<file path="src/rtl/sprite_pkg.sv">
// Shared constants and types for the sprite index generator.
//   NUM_SPRITES / SPR_W / SPR_H  : sprite count and box size (power of two)
//   TRANSPARENT_IDX              : colour-key palette index (magenta)
//   ID_W / COL_W / ROW_W         : field widths of a sprite ROM address
//   sprite_pos_t                 : one sprite's position and enable
//   rom_addr_t                   : {id, row, col} sprite ROM address
package sprite_pkg;

  localparam int NUM_SPRITES = 5;
  localparam int SPR_W       = 32;
  localparam int SPR_H       = 32;
  localparam logic [3:0] TRANSPARENT_IDX = 4'd1;
  localparam int ID_W        = 3;
  localparam int COL_W       = $clog2(SPR_W);
  localparam int ROW_W       = $clog2(SPR_H);

  typedef struct packed {
    logic [9:0] x;
    logic [9:0] y;
    logic       en;
  } sprite_pos_t;

  typedef struct packed {
    logic [ID_W-1:0]  id;
    logic [ROW_W-1:0] row;
    logic [COL_W-1:0] col;
  } rom_addr_t;

  // Exclusive end of a box edge, widened to 11 bits so a sprite placed
  // near 1023 clips at the screen edge rather than wrapping to 0.
  function automatic logic [10:0] box_end(input logic [9:0] origin, input int size);
    return {1'b0, origin} + 11'(size);
  endfunction

endpackage

</file>
<file path="src/rtl/sprite_hit_prio.sv">
// Combinational bounding-box test and priority encoder.
//   spr_i      : per-sprite position/enable (frame-stable shadow copy)
//   draw_x_i/y : current beam position
//   hit_vec_o  : one bit per sprite whose box contains the beam
//   multi_o    : hit_vec_o when two or more sprites hit, otherwise 0
//   winner_o   : lowest-numbered hitting sprite (0 when none)
//   found_o    : at least one sprite hit
module sprite_hit_prio import sprite_pkg::*; #(
  parameter int NUM_SPR = 5,
  parameter int BOX_W   = 32,
  parameter int BOX_H   = 32
) (
  input  sprite_pos_t         spr_i [NUM_SPR],
  input  logic [9:0]          draw_x_i,
  input  logic [9:0]          draw_y_i,
  output logic [NUM_SPR-1:0]  hit_vec_o,
  output logic [NUM_SPR-1:0]  multi_o,
  output logic [ID_W-1:0]     winner_o,
  output logic                found_o
);

  logic [NUM_SPR-1:0] hit_less_one;

  always_comb begin
    hit_vec_o = '0;
    for (int i = 0; i < NUM_SPR; i++) begin
      hit_vec_o[i] = spr_i[i].en
                  && ({1'b0, draw_x_i} >= {1'b0, spr_i[i].x})
                  && ({1'b0, draw_x_i} <  box_end(spr_i[i].x, BOX_W))
                  && ({1'b0, draw_y_i} >= {1'b0, spr_i[i].y})
                  && ({1'b0, draw_y_i} <  box_end(spr_i[i].y, BOX_H));
    end
  end

  // Scan from the top index down so the lowest hitting index is left last.
  always_comb begin
    winner_o = '0;
    found_o  = |hit_vec_o;
    for (int i = NUM_SPR - 1; i >= 0; i--) begin
      if (hit_vec_o[i]) winner_o = ID_W'(i);
    end
  end

  // Clearing the lowest set bit leaves something only if two or more were set.
  assign hit_less_one = hit_vec_o & (hit_vec_o - NUM_SPR'(1));
  assign multi_o      = (hit_less_one != '0) ? hit_vec_o : '0;

endmodule

</file>
<file path="src/rtl/sprite_index_gen.sv">
// Per-pixel sprite renderer producing 4-bit palette indices.
//   Clk, Reset_n          : clock, asynchronous active-low reset
//   frame_start           : vblank pulse; latches shadow regs and coll_flags
//   sprite_x/y/en         : live sprite positions and enables
//   drawX, drawY          : beam position, qualified by pix_valid
//   rom_addr / rom_data   : synchronous sprite ROM, {id,row,col} address
//   index/hit/hit_id      : rendered texel, 3 cycles after pix_valid
//   out_valid             : pix_valid delayed by 3
//   coll_flags            : per-sprite box collisions of the previous frame
module sprite_index_gen #(
  parameter int         NUM_SPRITES     = sprite_pkg::NUM_SPRITES,
  parameter int         SPR_W           = sprite_pkg::SPR_W,
  parameter int         SPR_H           = sprite_pkg::SPR_H,
  parameter logic [3:0] TRANSPARENT_IDX = sprite_pkg::TRANSPARENT_IDX
) (
  input  logic                      Clk,
  input  logic                      Reset_n,
  input  logic                      frame_start,
  input  logic [NUM_SPRITES*10-1:0] sprite_x,
  input  logic [NUM_SPRITES*10-1:0] sprite_y,
  input  logic [NUM_SPRITES-1:0]    sprite_en,
  input  logic [9:0]                drawX,
  input  logic [9:0]                drawY,
  input  logic                      pix_valid,
  output logic [12:0]               rom_addr,
  input  logic [3:0]                rom_data,
  output logic [3:0]                index,
  output logic                      hit,
  output logic [2:0]                hit_id,
  output logic                      out_valid,
  output logic [NUM_SPRITES-1:0]    coll_flags
);

  import sprite_pkg::*;

  sprite_pos_t live      [NUM_SPRITES];
  sprite_pos_t shadow_q  [NUM_SPRITES];

  logic [NUM_SPRITES-1:0] hit_vec;
  logic [NUM_SPRITES-1:0] multi_vec;
  logic [ID_W-1:0]        winner;
  logic                   found;
  logic [9:0]             sel_x;
  logic [9:0]             sel_y;

  logic [NUM_SPRITES-1:0] acc_q;
  logic [NUM_SPRITES-1:0] coll_q;

  logic                   vld_p0_q, found_p0_q;
  logic [ID_W-1:0]        id_p0_q;
  logic [COL_W-1:0]       col_p0_q;
  logic [ROW_W-1:0]       row_p0_q;

  logic                   vld_p1_q, found_p1_q;
  logic [ID_W-1:0]        id_p1_q;
  rom_addr_t              rom_addr_q;

  logic                   vld_p2_q, found_p2_q;
  logic [ID_W-1:0]        id_p2_q;

  logic [3:0]             index_d, index_q;
  logic                   hit_d, hit_q;
  logic [ID_W-1:0]        hit_id_d, hit_id_q;
  logic                   out_valid_q;

  always_comb begin
    for (int i = 0; i < NUM_SPRITES; i++) begin
      live[i].x  = sprite_x[i*10 +: 10];
      live[i].y  = sprite_y[i*10 +: 10];
      live[i].en = sprite_en[i];
    end
  end

  sprite_hit_prio #(
    .NUM_SPR (NUM_SPRITES),
    .BOX_W   (SPR_W),
    .BOX_H   (SPR_H)
  ) u_hit_prio (
    .spr_i     (shadow_q),
    .draw_x_i  (drawX),
    .draw_y_i  (drawY),
    .hit_vec_o (hit_vec),
    .multi_o   (multi_vec),
    .winner_o  (winner),
    .found_o   (found)
  );

  // Origin of the winning sprite; the winner is always in range when found.
  always_comb begin
    sel_x = '0;
    sel_y = '0;
    for (int i = 0; i < NUM_SPRITES; i++) begin
      if (winner == ID_W'(i)) begin
        sel_x = shadow_q[i].x;
        sel_y = shadow_q[i].y;
      end
    end
  end

  // Texel colour key: a transparent winner still hides lower sprites.
  always_comb begin
    index_d  = '0;
    hit_d    = 1'b0;
    hit_id_d = '0;
    if (vld_p2_q && found_p2_q && (rom_data != TRANSPARENT_IDX)) begin
      index_d  = rom_data;
      hit_d    = 1'b1;
      hit_id_d = id_p2_q;
    end
  end

  always_ff @(posedge Clk or negedge Reset_n) begin
    if (!Reset_n) begin
      for (int i = 0; i < NUM_SPRITES; i++) shadow_q[i] <= '0;
      acc_q       <= '0;
      coll_q      <= '0;
      vld_p0_q    <= 1'b0;
      found_p0_q  <= 1'b0;
      id_p0_q     <= '0;
      col_p0_q    <= '0;
      row_p0_q    <= '0;
      vld_p1_q    <= 1'b0;
      found_p1_q  <= 1'b0;
      id_p1_q     <= '0;
      rom_addr_q  <= '0;
      vld_p2_q    <= 1'b0;
      found_p2_q  <= 1'b0;
      id_p2_q     <= '0;
      index_q     <= '0;
      hit_q       <= 1'b0;
      hit_id_q    <= '0;
      out_valid_q <= 1'b0;
    end else begin
      // Frame boundary: the box test above already used the old shadow copy
      // this cycle, and any collision seen this cycle is dropped so the new
      // frame starts clear.
      if (frame_start) begin
        for (int i = 0; i < NUM_SPRITES; i++) shadow_q[i] <= live[i];
        coll_q <= acc_q;
        acc_q  <= '0;
      end else if (pix_valid) begin
        acc_q <= acc_q | multi_vec;
      end

      // S1a: box test and priority encode captured with the texel offset
      vld_p0_q   <= pix_valid;
      found_p0_q <= pix_valid & found;
      id_p0_q    <= winner;
      col_p0_q   <= drawX[COL_W-1:0] - sel_x[COL_W-1:0];
      row_p0_q   <= drawY[ROW_W-1:0] - sel_y[ROW_W-1:0];

      // S1b: ROM address registered; held while no pixel is in flight
      vld_p1_q   <= vld_p0_q;
      found_p1_q <= found_p0_q;
      id_p1_q    <= id_p0_q;
      if (vld_p0_q) begin
        rom_addr_q.id  <= id_p0_q;
        rom_addr_q.row <= row_p0_q;
        rom_addr_q.col <= col_p0_q;
      end

      // S2: ROM access in flight
      vld_p2_q   <= vld_p1_q;
      found_p2_q <= found_p1_q;
      id_p2_q    <= id_p1_q;

      // S3: registered outputs
      index_q     <= index_d;
      hit_q       <= hit_d;
      hit_id_q    <= hit_id_d;
      out_valid_q <= vld_p2_q;
    end
  end

  assign rom_addr   = rom_addr_q;
  assign index      = index_q;
  assign hit        = hit_q;
  assign hit_id     = hit_id_q;
  assign out_valid  = out_valid_q;
  assign coll_flags = coll_q;

endmodule

</file>
<file path="config.mk">
export PLATFORM = sky130hd
export DESIGN_NAME = sprite_index_gen
export DESIGN_NICKNAME = d
export VERILOG_FILES = /design/src/rtl/sprite_pkg.sv /design/src/rtl/sprite_hit_prio.sv /design/src/rtl/sprite_index_gen.sv
export SDC_FILE = /design/constraint.sdc
export NUM_CORES = 1
export LEC_CHECK = 0
export BUFFER_PORTS_ARGS = -buffer_cell sky130_fd_sc_hd__buf_2
export CAP_MARGIN = 20
export CORE_UTILIZATION = 55
export CTS_BUF_LIST = sky130_fd_sc_hd__clkbuf_16
export CTS_CLUSTER_DIAMETER = 120
export DETAILED_ROUTE_END_ITERATION = 10
export GPL_TIMING_DRIVEN = 0
export MAX_ROUTING_LAYER = met4
export PLACE_DENSITY = 0.85
export SKIP_CTS_REPAIR_TIMING = 1
export SYNTH_ARGS = -nofsm -noshare
export SYNTH_HDL_FRONTEND = slang
export SYNTH_SLANG_ARGS = --single-unit
</file>
<file path="constraint.sdc">
create_clock -name Clk -period 12.5 [get_ports Clk]
set_input_delay 3.125 -clock Clk [delete_from_list [all_inputs] [get_ports Clk]]
set_output_delay 3.125 -clock Clk [all_outputs]
set_load 0.01 [all_outputs]
</file>
# --- After elaboration in Yosys (flattened, before gate mapping) ---
# Cells that the tools add are included.
word_totals:
  ff_bits: 162
  in_bits: 133
  out_inout_bits: 27
  wordCells: 123
op_classes:
  addsub: 13
  order_cmp: 20
  eq_ne: 5
  muxes: 21
  bitwise_logic: 3
  n_reduce_logical: 26
ops:
  columns: ["operator", "n"]
  rows:
  - ["$add 10x6->11 const B", 10]
  - ["$lt 10x11->1", 10]
  - ["$ge 10x10->1", 10]
  - ["$mux 5", 13]
  - ["$logic_and 1x1->1", 22]
  - ["$mux 3", 6]
  - ["$sub 5x5->5", 2]
  - ["$eq 3x2->1 const B", 2]
  - ["$and 5x5->5", 1]
  - ["$or 5x5->5", 1]
  - ["$reduce_bool 5->1", 1]
  - ["$reduce_or 5->1", 1]
  - ["$sub 5x1->5 const B", 1]
  - ["$mux 4", 1]
  - ["$ne 4x1->1 const B", 1]
  - ["$eq 3x1->1 const B", 1]
  - ["$eq 3x3->1 const B", 1]
  - ["$logic_not 3->1", 1]
  - ["$reduce_bool 2->1", 1]
  - ["$and 1x1->1", 1]
  - ["$mux 1", 1]

# --- Depth between registers and ports, before layout ---
depth:
  word_depth: 17
  depth_mapped: 24
  mapped_depth_nobuf: 23

# --- Hierarchy ---
# A second synthesis with hierarchy kept.
hier_totals:
  cells_unflattened: 992
  hier_area_um2: 10825.4
modules_own_cells:
  columns: ["module", "instances", "cells_per_inst", "area_each_um2", "seq_area_each_um2"]
  rows:
  - ["sprite_index_gen", 1, 404, 6374.9, 4053.9]
  - ["sprite_hit_prio", 1, 588, 4450.5, 0.0]

# --- Worst setup path before layout ---
# Ideal clock, no wire load.
synth_path:
  kind: "input to register"
  startpoint: "input port drawY[9]"
  endpoint: "register row_p0_q[4]"
  setup_time_ns: 0.140
  arrival_ns: 6.695
  required_ns: 12.360
  path_slack_ns: 5.666
  path_stages: 19
  path_buffers: 1
  cell_sequence: "ha_1 -> a211o_1 -> a2111oi_4 -> o221ai_2 -> a211oi_4 -> nor2_1 -> nand3_2 -> inv_2 -> buf_2 -> a22oi_1 -> o21ai_1 -> ha_1 -> fa_1 -> inv_1 -> a21o_1 -> a21oi_1 -> xnor2_1 -> a2111oi_0 -> a311oi_1"
synth_via:
  elab_chain_len: 15
  elab_cells_between_ends: 36
  cone_classes: "add/sub: 1; order compare: 10; eq/ne: 4; mux: 10; reduce/logical: 11"
synth_rtl:
  columns: ["item", "line", "rtl"]
  rows:
  - ["from (decl)", "sprite_index_gen.sv:23", "input logic [9:0] drawY,"]
  - ["$ge 10x10->1", "sprite_hit_prio.sv:30", "&& ({1'b0, draw_y_i} >= {1'b0, spr_i[i].y})"]
  - ["$logic_and 1x1->1", "sprite_hit_prio.sv:30", null]
  - ["$logic_and 1x1->1", "sprite_hit_prio.sv:31", "&& ({1'b0, draw_y_i} < box_end(spr_i[i].y, BOX_H));"]
  - ["$mux 3 (4 in series)", "sprite_hit_prio.sv:40", "if (hit_vec_o[i]) winner_o = ID_W'(i);"]
  - ["$mux 3 (*)", "sprite_hit_prio.sv:40", null]
  - ["via u_hit_prio.winner_o[2]", "sprite_hit_prio.sv:18", "output logic [ID_W-1:0] winner_o,"]
  - ["$logic_not 3->1", "sprite_index_gen.sv:93", "if (winner == ID_W'(i)) begin"]
  - ["$mux 5 (4 in series)", "sprite_index_gen.sv:93", null]
  - ["$mux 5 (*)", "sprite_index_gen.sv:93", null]
  - ["$sub 5x5->5 (*)", "sprite_index_gen.sv:150", "row_p0_q <= drawY[ROW_W-1:0] - sel_y[ROW_W-1:0];"]
  - ["to (signal assigned)", "sprite_index_gen.sv:150", null]
  - ["to (decl)", "sprite_index_gen.sv:52", "logic [ROW_W-1:0] row_p0_q;"]
# Mark *: on every way through the listed nets, which the timed path passes. The rest lies on a longest branch.
# A chain may end at the register's enable or synchronous reset.

# --- Final worst setup path ---
# Ends and elaborated chain as after synthesis.

==> results.json <==
{
  "rr_worst_depth": 23,
  "routed_wl_mm": 30.27,
  "cts_buffer_depth": 2,
  "setup_viol": 0,
  "critPathKind": "in2reg",
  "internal_power_mw": 1.079,
  "start_kind": "input port",
  "finalHoldViolations": 0,
  "ys_async_sr_fraction_pct": 100.0,
  "skew_ns": 0.009519,
  "fp.dieW_um": 141.9,
  "power_frac_comb_pct": 27.8,
  "wl_per_cell_um": 19.19,
  "sw_frac_of_total_pct": 34.03,
  "routed_via_density": 6.022,
  "overflow": 0,
  "place_congestion": 0.9495,
  "hold_class": "reg2reg",
  "diodes": 0,
  "ff2ff_setup_slack_ns": 6.91,
  "die_h_um": 141.9,
  "num-nets-final": 1607,
  "arrival_ns": 7.99,
  "clock_sinks": 162,
  "cts_tree": "done",
  "dieArea_sq_um": 20120,
  "cp.required_ns": 12.80,
  "grt_pass1_vias": 9355,
  "ys.flop_type": "dfrtp_1",
  "synth_enable_flop_cells": 0,
  "htree_levels": 4,
  "maxSlewViolCount": 0,
  "grt_max_degree": 118,
  "hpwl_mm": 23.09,
  "first_iter_violations": 698,
  "max_freq_ghz": 0.1300,
  "core_area_sq_um": 18960,
  "grt.total_usage_pct": 32.45,
  "worstSkewPairLatency_ns": 0.44,
  "power_mw": 1.635,
  "fin_crit_sh_pct": 61.52,
  "tns_ns": 0,
  "cap_viol_max_count": 0,
  "tightest_slew_ns": 0.8479,
  "grt_pass1_wl_mm": 47.88,
  "rsz0062_at_grt": "no",
  "portBuffers": 158,
  "seq_area_frac_synth_pct": 37.68,
  "avgSynthCellArea_sq_um": 9.554,
  "pre_cts_ws_ns": 4.533,
  "start_util_pct": 56.75,
  "rows": 50,
  "p_switching_mw": 0.5564,
  "antenna_found_initial": 0,
  "post-route-drc-count": 0,
  "fin_ws_ns": 4.810,
  "drive_above_1_share_pct": 18.45,
  "mappedNetlistNets": 1429,
  "p_leak_nw": 6.223,
  "dr.pass1.iters": 5,
  "syn2layout_area_growth_pct": 16.41,
  "pin_count": 160,
  "relSlewSlack_pct": 42.88,
  "syn_area_sq_um": 10760,
  "power.density_nw_per_um2": 130.6,
  "ir_drop_mv": 0.09730,
  "pwr-share-clk_pct": 33.3,
  "cp_max_fo": 10,
  "synth.distinct_cells": 71,
  "numCtsBuffers": 17,
  "yosys_register_bits": 162,
  "status": "finished clean",
  "cp-end-kind": "flip-flop",
  "vias": 9496,
  "clk_pin_slew_ns": 0.07,
  "ant_nets": 0,
  "syn_inst": 1126,
  "period_needed_ns": 7.690,
  "hold_ws_ns": 0.3511,
  "seq_power_share_pct": 38.9,
  "yosys_warnings": 0,
  "hold_depth": 0,
  "cts-root-buf": "clkbuf_16",
  "fillers": 1534
}
-- path summary, 6_finish.rpt --
kind | start | endpoint
max in group asynchronous | Reset_n | shadow_q[34]
worst min register to register | id_p1_q[1] | id_p2_q[1]
worst min-delay path | id_p1_q[1] | id_p2_q[1]
worst max-delay path | drawY[9] | row_p0_q[4]
min in group asynchronous | Reset_n | shadow_q[92]
worst max register to register | shadow_q[48] | row_p0_q[4]
-- cell usage after synthesis, types with 5 or more instances --
cell,n,area share [%]
dfrtp_1,162,38
a2bb2oi_1,10,0.81
a2111oi_0,7,0.57
o21a_1,7,0.49
inv_1,117,4.1
clkbuf_1,23,0.80
ha_1,168,20
mux2_2,33,3.5
nand2b_1,17,0.99
xnor2_1,36,2.9
nor2_1,30,1.0
nand3b_1,5,0.35
a311oi_1,6,0.49
a21o_1,23,1.6
a21oi_1,58,2.7
and2_1,7,0.41
o21ai_1,7,0.33
a211o_1,5,0.41
nor2b_1,6,0.35
nand2_1,117,4.1
nor3_1,12,0.56
nand4_1,8,0.47
o21ai_0,123,5.7
o22ai_1,5,0.29
nand3_1,28,1.3
a31oi_1,8,0.47
o211ai_1,10,0.70
a22oi_1,5,0.35
a211oi_1,8,0.56
-- layer usage --
layer	routed length [um]	GRT usage, %	share of wire (%)
met4	1243	14.60	4.1
met2	13990	51.41	46
met1	12420	40.29	41
met5	0	-	0
met3	2618	6.379	8.6
-- kinds of logic after synthesis --
family,count (synthesis),synth area share [%]
fa+ha+maj,170,19.91
simple gates,258,11.64
flops,162,37.68
compound gates,319,19.16
buf+inv,148,5.222
mux,33,3.454
xor+xnor,36,2.931
-- cells in the final DEF (no fill, tap or decap), types with 17 or more instances in the layout --
master and instances:
clkbuf_1 23, inv_1 117, nand3_1 28, nor2_1 30
buf_2 161, mux2_2 33, nand2_1 117, nand2b_1 17
clkbuf_16 17, xnor2_1 36, o21ai_0 123, dfrtp_1 162
a21oi_1 58, ha_1 168, a21o_1 23
-- through the flow --
stage               instance area, sq um  std cells  utilization, %
finish                             12520       1577           66.07
global route                       12520       1577           66.07
CTS                                12520       1577           66.07
detailed placement                 11910       1545           62.84
global placement                   11870       1544           62.64
floorplan                          10760       1126               -
-- worst max-delay path, cell delays in order --
cell	delay (ns)
buf_2	0.27
ha_1	0.32
a211o_1	0.36
a2111oi_4	0.32
o221ai_2	0.24
a211oi_4	0.51
nor2_1	0.19
nand3_2	0.25
inv_2	0.07
buf_2	0.21
a22oi_1	0.22
o21ai_1	0.12
ha_1	0.22
fa_1	0.41
inv_1	0.09
a21o_1	0.12
a21oi_1	0.09
xnor2_1	0.29
nand2b_1	0.15
a21oi_1	0.06
a311oi_1	0.34
-- power by group through the flow --
stage / Clock [mW] / Sequential (mW) / Combinational, mW
2_1_floorplan: 0 / 0.639 / 0.290
3_3_place_gp: 0 / 0.642 / 0.426
3_5_place_dp: 0 / 0.644 / 0.444
4_1_cts: 0.548 / 0.635 / 0.450
5_1_grt: 0.570 / 0.643 / 0.508
6_report: 0.544 / 0.636 / 0.455
-- layout make-up --
cell class	count	area, sq um	share of cell area [%]
Tap cell	260	325.3	2.598
Clock buffer	17	425.4	3.397
Clock inverter	15	186.4	1.489
Sequential cell	162	4054	32.37
Timing Repair Buffer	159	828.3	6.614
Multi-Input combinational cell	816	6142	49.05
Buffer	30	118.9	0.9491
Inverter	118	442.9	3.537
-- sequential cells by signal (all words and copies together) (netlist names), 3 cells and up --
signal,count
shadow_q,105
rom_addr,13
acc_q,5
col_p0_q,5
coll_flags,5
row_p0_q,5
index,4
hit_id,3
id_p0_q,3
id_p1_q,3
id_p2_q,3
No activity file was read; power rests on OpenSTA's default activity.
